### config.mk
export PLATFORM = sky130hd
export DESIGN_NAME = left_shift_seq
export DESIGN_NICKNAME = d
export VERILOG_FILES = /design/src/rtl/left_shift_seq.sv
export SDC_FILE = /design/constraint.sdc
export NUM_CORES = 1
export LEC_CHECK = 0
export CAP_MARGIN = 10
export CORE_ASPECT_RATIO = 1.4
export CORE_MARGIN = 3
export CORE_UTILIZATION = 57
export CTS_CLUSTER_DIAMETER = 150
export DETAILED_ROUTE_END_ITERATION = 8
export GPL_TIMING_DRIVEN = 1
export MAX_ROUTING_LAYER = met4
export PLACE_DENSITY = 0.82
export SLEW_MARGIN = 5
export SYNTH_ARGS = -nofsm -noshare
export SYNTH_HDL_FRONTEND = slang
export SYNTH_SLANG_ARGS = --single-unit
### constraint.sdc
create_clock -name clock -period 3.2 [get_ports clock]
set_input_delay 0.64 -clock clock [delete_from_list [all_inputs] [get_ports clock]]
set_output_delay 0.64 -clock clock [all_outputs]
set_load 0.05 [all_outputs]
### src/rtl/left_shift_seq.sv
// left_shift_seq: multi-cycle left shifter with one log2 stage per clock and a start/ready handshake.
// Define LEFT_SHIFT_ROTATE_EN to add ctrl_rotate, which selects rotate-left.
module left_shift_seq #(
    parameter int WIDTH   = 32,
    parameter int SHAMT_W = 5
) (
    input  logic               clock,
    input  logic               reset_n,
    input  logic               ctrl_shift,
`ifdef LEFT_SHIFT_ROTATE_EN
    input  logic               ctrl_rotate,
`endif
    input  logic [WIDTH-1:0]   data_in,
    input  logic [SHAMT_W-1:0] amt,
    output logic [WIDTH-1:0]   data_result,
    output logic               data_resultRDY,
    output logic               busy
);
    localparam int IW = (SHAMT_W > 1) ? $clog2(SHAMT_W) : 1;
    typedef enum logic [1:0] {IDLE, SHIFT, DONE} state_t;
    state_t             state_q, state_d;
    logic [WIDTH-1:0]   work_q, work_d, result_q, result_d, stage_out;
    logic [SHAMT_W-1:0] amt_q, amt_d;
    logic [IW-1:0]      idx_q, idx_d;
    int                 k;
`ifdef LEFT_SHIFT_ROTATE_EN
    logic               rot_q, rot_d;
`endif
    always_comb begin
        k = 32'd1 << idx_q;
`ifdef LEFT_SHIFT_ROTATE_EN
        stage_out = !amt_q[idx_q] ? work_q :
                    rot_q ? (work_q << k) | (work_q >> (WIDTH - k)) : work_q << k;
        rot_d = rot_q;
`else
        stage_out = amt_q[idx_q] ? work_q << k : work_q;
`endif
        state_d  = state_q;
        work_d   = work_q;
        amt_d    = amt_q;
        idx_d    = idx_q;
        result_d = result_q;
        // A new operand is accepted from IDLE or straight out of DONE (back-to-back)
        if (ctrl_shift && state_q != SHIFT) begin
            state_d = SHIFT;
            work_d  = data_in;
            amt_d   = amt;
            idx_d   = IW'(SHAMT_W - 1);
`ifdef LEFT_SHIFT_ROTATE_EN
            rot_d   = ctrl_rotate;
`endif
        end else if (state_q == SHIFT) begin
            work_d = stage_out;
            if (idx_q == '0) begin
                state_d  = DONE;
                result_d = stage_out;
            end else begin
                idx_d = idx_q - IW'(1);
            end
        end else begin
            state_d = IDLE;
        end
    end
    always_ff @(posedge clock) begin
        if (!reset_n) begin
            state_q  <= IDLE;
            work_q   <= '0;
            amt_q    <= '0;
            idx_q    <= '0;
            result_q <= '0;
`ifdef LEFT_SHIFT_ROTATE_EN
            rot_q    <= 1'b0;
`endif
        end else begin
            state_q  <= state_d;
            work_q   <= work_d;
            amt_q    <= amt_d;
            idx_q    <= idx_d;
            result_q <= result_d;
`ifdef LEFT_SHIFT_ROTATE_EN
            rot_q    <= rot_d;
`endif
        end
    end
    assign data_result    = result_q;
    assign data_resultRDY = (state_q == DONE);
    assign busy           = (state_q == SHIFT);
endmodule
==> results.md, run 1 <==
* DRC violation count after routing at 0
* Layout area overhead at 22.9%
* Die width at 90.8 µm
* Tot Pwr at 3.77 mW
* Worst vdd ir at 0.407 mV
* DIE AREA at 11300 µm²
* Routed wl met2 at 10800 µm
* Distinct cells, synth at 74
* Clk_lat worst skew at 0.34 ns
* Drt wl/cell at 26.1 µm
* Overall Global Routing Usage at 42.7%
* Final min period at 2.99 ns
* Seq cells post-synth at 74
* WL final at 24200 µm
* Avg Cell Area, Syn at 7.82 µm²
* Final worst slack at 0.215 ns
* Async set-reset flop share out of synthesis at 0%
* Post-synth top area share at 25.8%
* Dpl ws at 0.249 ns
* Crit path required time at 3.44 ns
* Startpoint types: flop
* Seq/Total Area, Yosys at 25.8%
* Setup violations, final at 0
* Most numerous cell in the Yosys netlist: a21oi_1
* CP arrival at 3.22 ns
* Starting Density at 59.7%
* Post CTS Setup Buffer Count at 0
* Post-Syn Instances at 735
* Setup crit end kind: flop
* Clock tree buffer depth at 2
* Cell count after placement at 913
* Xor/xnor cell area share of the yosys netlist at 0%
* Maxcap violations at 0
* EDFF count, synth at 0
* CTS tree: done
* IO Count at 74
* Routed Antenna Nets at 0
* Syn Std Cell Area at 5740 µm²
* Num CTS Buffers at 9
* Total Nets Final at 837
* Main synth FF type: dfxtp_1
* Area contributors post-synth: dfxtp_1 (26%), a21oi_1 (7.8%), mux2i_1 (7.0%)
* Mapped Nets at 780
* Fin crit share at 93.3%
* Max-Slew Margin vs Limit at 49.8%
* Die Y at 125 µm
* Hold Slack at 0.459 ns
* Root Driver: clkbuf_16
* Initial antenna violation count at 0
* Adder-Cell Fraction of Synth Area at 1.09%
* Cts repair resizes at 0
* Met1 Wirelength at 8330 µm
* Clock sink count at 74
* Max layer used: met4
* Largest net degree at the start of global routing at 58
* Crit Path Max Fanout at 9
* DR pass1 iterations at 7
* Hold_buf cts at 0
* Htree depth at 3
* # rows at 42
* Number of global-route vias before repair at 6575
* Layout cells sized above 1 at 15.3%
* Largest area contributor in the netlist: dfxtp_1
* Setup_tns at 0 ns
* Pwr dens at 534 nW/µm²
* First-pass GRT wire length at 37200 µm
* Synth Area in Compound Gates at 33.3%
* Worst hold path type: reg -> reg
* Main combinational cell family by area after synthesis: compound AO/OA/AOI/OAI gates
* Total core area at 9620 µm²
* N_diodes at 0
* DR vias/cell at 7.45
* Final hold vios at 0
* Top post-synthesis cells by count: a21oi_1 (89), dfxtp_1 (74), o21ai_0 (70)
* Placer Congestion at 1.16
* RSZ-0062 raised after global routing: false
* Clock Skew at 0.00986 ns
* Worst-Margin Slew at 0.752 ns
* Port bufs at 73
* Static leakage at 2.74 nW
* Iter 0 DRT Violations at 1094
* Status: finished clean
* Setup CP Type: reg -> reg
* Grt total ovfl at 0
* Clk pin slew, worst setup/hold paths at 0.07 ns
* Vias at 6919
* Met3 wire len at 3310 µm
* Post-DP HPWL at 17400 µm
* Mux cell area share after synthesis at 17.0%
* Synth warn at 0
* Slew Limit Fails at 0
* Fmax at 335 MHz
* Non-Filler Instances at 929
* Simple-gate share of the synthesized area at 15.3%
-- worst paths after layout --
| kind | start | end | slack, ns | depth (start not counted) |
|---|---|---|---|---|
| max | idx_q[1]$_SDFFE_PP0P_ | work_q[26]$_SDFFE_PN0P_ | 0.21 | 9 |
| max reg2reg | idx_q[1]$_SDFFE_PP0P_ | work_q[26]$_SDFFE_PN0P_ | 0.21 | 9 |
| min | amt_q[0]$_SDFFE_PN0P_ | amt_q[0]$_SDFFE_PN0P_ | 0.46 | 2 |
| min reg2reg | amt_q[0]$_SDFFE_PN0P_ | amt_q[0]$_SDFFE_PN0P_ | 0.46 | 2 |
-- cell families after synthesis --
logic type,after synthesis
AO/OA/AOI/OAI,301
AND/OR/NAND/NOR,185
buffers and inverters,91
multiplexers,79
flip-flops,74
adder cells (fa/ha/maj),5
-- cell type report --
class                           instances  area [µm²]
Timing Repair Buffer                  125        1180
Fill cell                             730        2560
Multi-Input combinational cell        570        3850
Clock buffer                           11         253
Clock inverter                          5        85.1
Sequential cell                        74        1480
Tap cell                              132         165
Inverter                               12        45.0
-- stage by stage --
step | util [%] | area [µm²]
4_1_cts | 73.3 | 7050
6_report | 73.4 | 7060
2_1_floorplan | - | 5740
3_3_place_gp | 69.8 | 6710
3_5_place_dp | 69.8 | 6710
5_1_grt | 73.4 | 7060
-- sequential cells by signal, summed over array words and instances (netlist names) --
register,cells
data_result,32
idx_q,3
state_q,2
work_q,32
amt_q,5
-- worst max-delay path: stages (launching register included) --
cell,delay (ns)
dfxtp_1,0.43
inv_1,0.14
ha_1,0.35
nand2b_1,0.42
o221ai_1,0.30
and2_1,0.25
o311ai_1,0.48
buf_4,0.21
nand4_1,0.08
and3_1,0.21
-- report_power, final --
group	internal, mW	switching, mW
Sequential	1.02	0.168
Clock	0.730	0.434
Combinational	0.550	0.866
-- cells in the final DEF (no fill, tap or decap), types with 6 or more instances in the layout --
cell,count
a21oi_1,89
dfxtp_1,74
clkdlybuf4s50_1,72
o21ai_0,70
nand2_1,66
nor2_1,49
buf_4,48
mux2i_1,40
mux2_2,27
a31oi_1,22
a22oi_1,16
o22ai_1,14
a211oi_1,13
nand2b_1,12
mux4_2,12
nand3_1,11
inv_1,10
clkbuf_16,9
a32oi_1,8
a221oi_1,8
nor3_1,7
nor2b_1,6
-- metal layers --
layer / track usage, % / vias to the layer above
li1: - / 2892
met1: 50.6 / 3179
met2: 65.1 / 657
met3: 12.1 / 191
met4: 23.4 / 0
met5: - / -
Power figures use the tool's default switching activity.
==> inputs of run 2 (changes only) <==
PLACE_DENSITY = not set   (was 0.82)
PLACE_DENSITY_LB_ADDON = 0.3   (was not set)
==> run 2 against run 1 <==
Effect of this change: first-iteration DRC count increased by 5.9%; worst hold slack improved by 0.0043 ns; register-to-register slack about the same; utilization increased by 0.30 points; flip-flop and latch count unchanged; sequential power about the same; wire length decreased by 1.3%; critical path type unchanged; largest cell class unchanged; largest power group unchanged.
==> results.md, run 2 (synthesized netlist as in run 1, its figures left out) <==
* Layout area overhead at 23.4%
* Final hold vios at 0
* Iter 0 DRT Violations at 1159
* Drt wl/cell at 25.6 µm
* Total Nets Final at 843
* Static leakage at 2.76 nW
* Setup CP Type: reg -> reg
* Clk_lat worst skew at 0.34 ns
* Root Driver: clkbuf_16
* R2R cell count at 9
* DRC violation count after routing at 0
* # rows at 42
* Die Y at 125 µm
* Crit Path Max Fanout at 16
* Startpoint types: flop
* IO Count at 74
* Post CTS Setup Buffer Count at 0
* Routed Antenna Nets at 0
* Worst vdd ir at 0.409 mV
* Sw Pwr at 1.45 mW
* Cts repair resizes at 0
* Pint at 2.27 mW
* Vias at 6934
* Slew Limit Fails at 0
* DIE AREA at 11300 µm²
* Worst hold path type: reg -> reg
* Setup violations, final at 0
* Grt total ovfl at 0
* Port bufs at 73
* Worst-Margin Slew at 0.691 ns
* Clock Skew at 0.0108 ns
* Clock tree buffer depth at 2
* Reg-to-reg critical path startpoint: idx_q[0]$_SDFFE_PP0P_
* Crit path required time at 3.44 ns
* Final Util at 73.7%
* DR pass1 iterations at 7
* Setup_tns at 0 ns
* Combinational share of power at 38.2%
* Post-DP HPWL at 17200 µm
* Clock sink count at 74
* WL final at 23900 µm
* Max-Slew Margin vs Limit at 53.9%
* Overall Global Routing Usage at 42.7%
* Fmax at 336 MHz
* Clock power share at 29.7%
* Final worst slack at 0.226 ns
* Starting Density at 59.7%
* CP arrival at 3.21 ns
* Register-to-register setup slack at 0.23 ns
* Placer Congestion at 1.13
* Final min period at 2.97 ns
* DR vias/cell at 7.42
* RSZ-0062 raised after global routing: false
* Die width at 90.8 µm
* Htree depth at 3
* Number of global-route vias before repair at 6599
* Total core area at 9620 µm²
* Most common cell after layout, fill and taps aside: a21oi_1
* Pwr dens at 524 nW/µm²
* Fin crit share at 92.9%
* Dpl ws at 0.300 ns
* CP Capture Point: work_q[26]$_SDFFE_PN0P_
* Layout cells sized above 1 at 15.8%
* CP startpoint: idx_q[0]$_SDFFE_PP0P_
* Maxcap violations at 0
* Hold_buf cts at 0
* N_diodes at 0
* Commonest cells after routing, fill and taps aside: a21oi_1 (89), dfxtp_1 (74), clkdlybuf4s50_1 (72)
* Status: finished clean
* Clk pin slew, worst setup/hold paths at 0.06 ns
* Num CTS Buffers at 9
* CTS tree: done
* Initial antenna violation count at 0
* Fill count at 724
* First-pass GRT wire length at 37200 µm
* RR Endpoint: work_q[26]$_SDFFE_PN0P_
* Register share of total power at 32.1%
* Setup crit end kind: flop
* Net Sw Frac at 38.9%
* Largest net degree at the start of global routing at 58
## run 2: worst min-delay path by stage
stage / from / to / slack (ns) / depth (start not counted)
after floorplan: amt_q[4]$_SDFFE_PN0P_ / amt_q[4]$_SDFFE_PN0P_ / 0.43 / 2
after global placement: amt_q[4]$_SDFFE_PN0P_ / amt_q[4]$_SDFFE_PN0P_ / 0.45 / 2
after detailed placement: amt_q[4]$_SDFFE_PN0P_ / amt_q[4]$_SDFFE_PN0P_ / 0.46 / 2
after CTS: amt_q[4]$_SDFFE_PN0P_ / amt_q[4]$_SDFFE_PN0P_ / 0.47 / 2
after global routing: amt_q[4]$_SDFFE_PN0P_ / amt_q[4]$_SDFFE_PN0P_ / 0.50 / 2
final: amt_q[4]$_SDFFE_PN0P_ / amt_q[4]$_SDFFE_PN0P_ / 0.46 / 2
## run 2: layout make-up
class	count	area (µm²)	area share (%)
clock buffer	10	229	3.23
timing repair buffer	131	1240	17.5
inverter	12	45.0	0.635
sequential	74	1480	20.9
multi-input combinational	570	3840	54.2
clock inverter	6	90.1	1.27
tap	132	165	2.33
## run 2: power by group through the flow
stage          registers [mW]  logic, mW  clock network [mW]
2_1_floorplan            1.26      0.806                   0
3_3_place_gp             1.19       1.35                   0
3_5_place_dp             1.19       1.37                   0
4_1_cts                  1.17       1.38                1.11
5_1_grt                  1.19       1.50                1.15
6_report                 1.19       1.42                1.10
## run 2: worst max-delay path: stages (launching register included)
cell and delay (ns):
dfxtp_1 0.38, inv_1 0.15, ha_2 0.53, buf_12 0.22
mux2i_1 0.36, o221ai_1 0.18, and2_1 0.20, o311ai_1 0.52
nand4_1 0.14, and3_1 0.20
## run 2: routing by layer
layer	part of all wire [%]	routed length [µm]	track usage (%)	vias to the layer above
li1	-	-	-	2905
met1	36	8570	51.4	3197
met2	43	10300	63.7	633
met3	13	3060	11.4	199
met4	8.3	1980	25.3	0
met5	0	0	-	-
## run 2: metrics by stage
stage          hold slack (ns)  total power [mW]  cell area (µm²)  cells
5_1_grt                  0.501              3.84             7090    935
4_1_cts                  0.467              3.66             7090    935
6_report                 0.464              3.72             7090    935
2_1_floorplan            0.432              2.06             5740    735
3_3_place_gp             0.450              2.54             6770    919
3_5_place_dp             0.458              2.56             6770    919
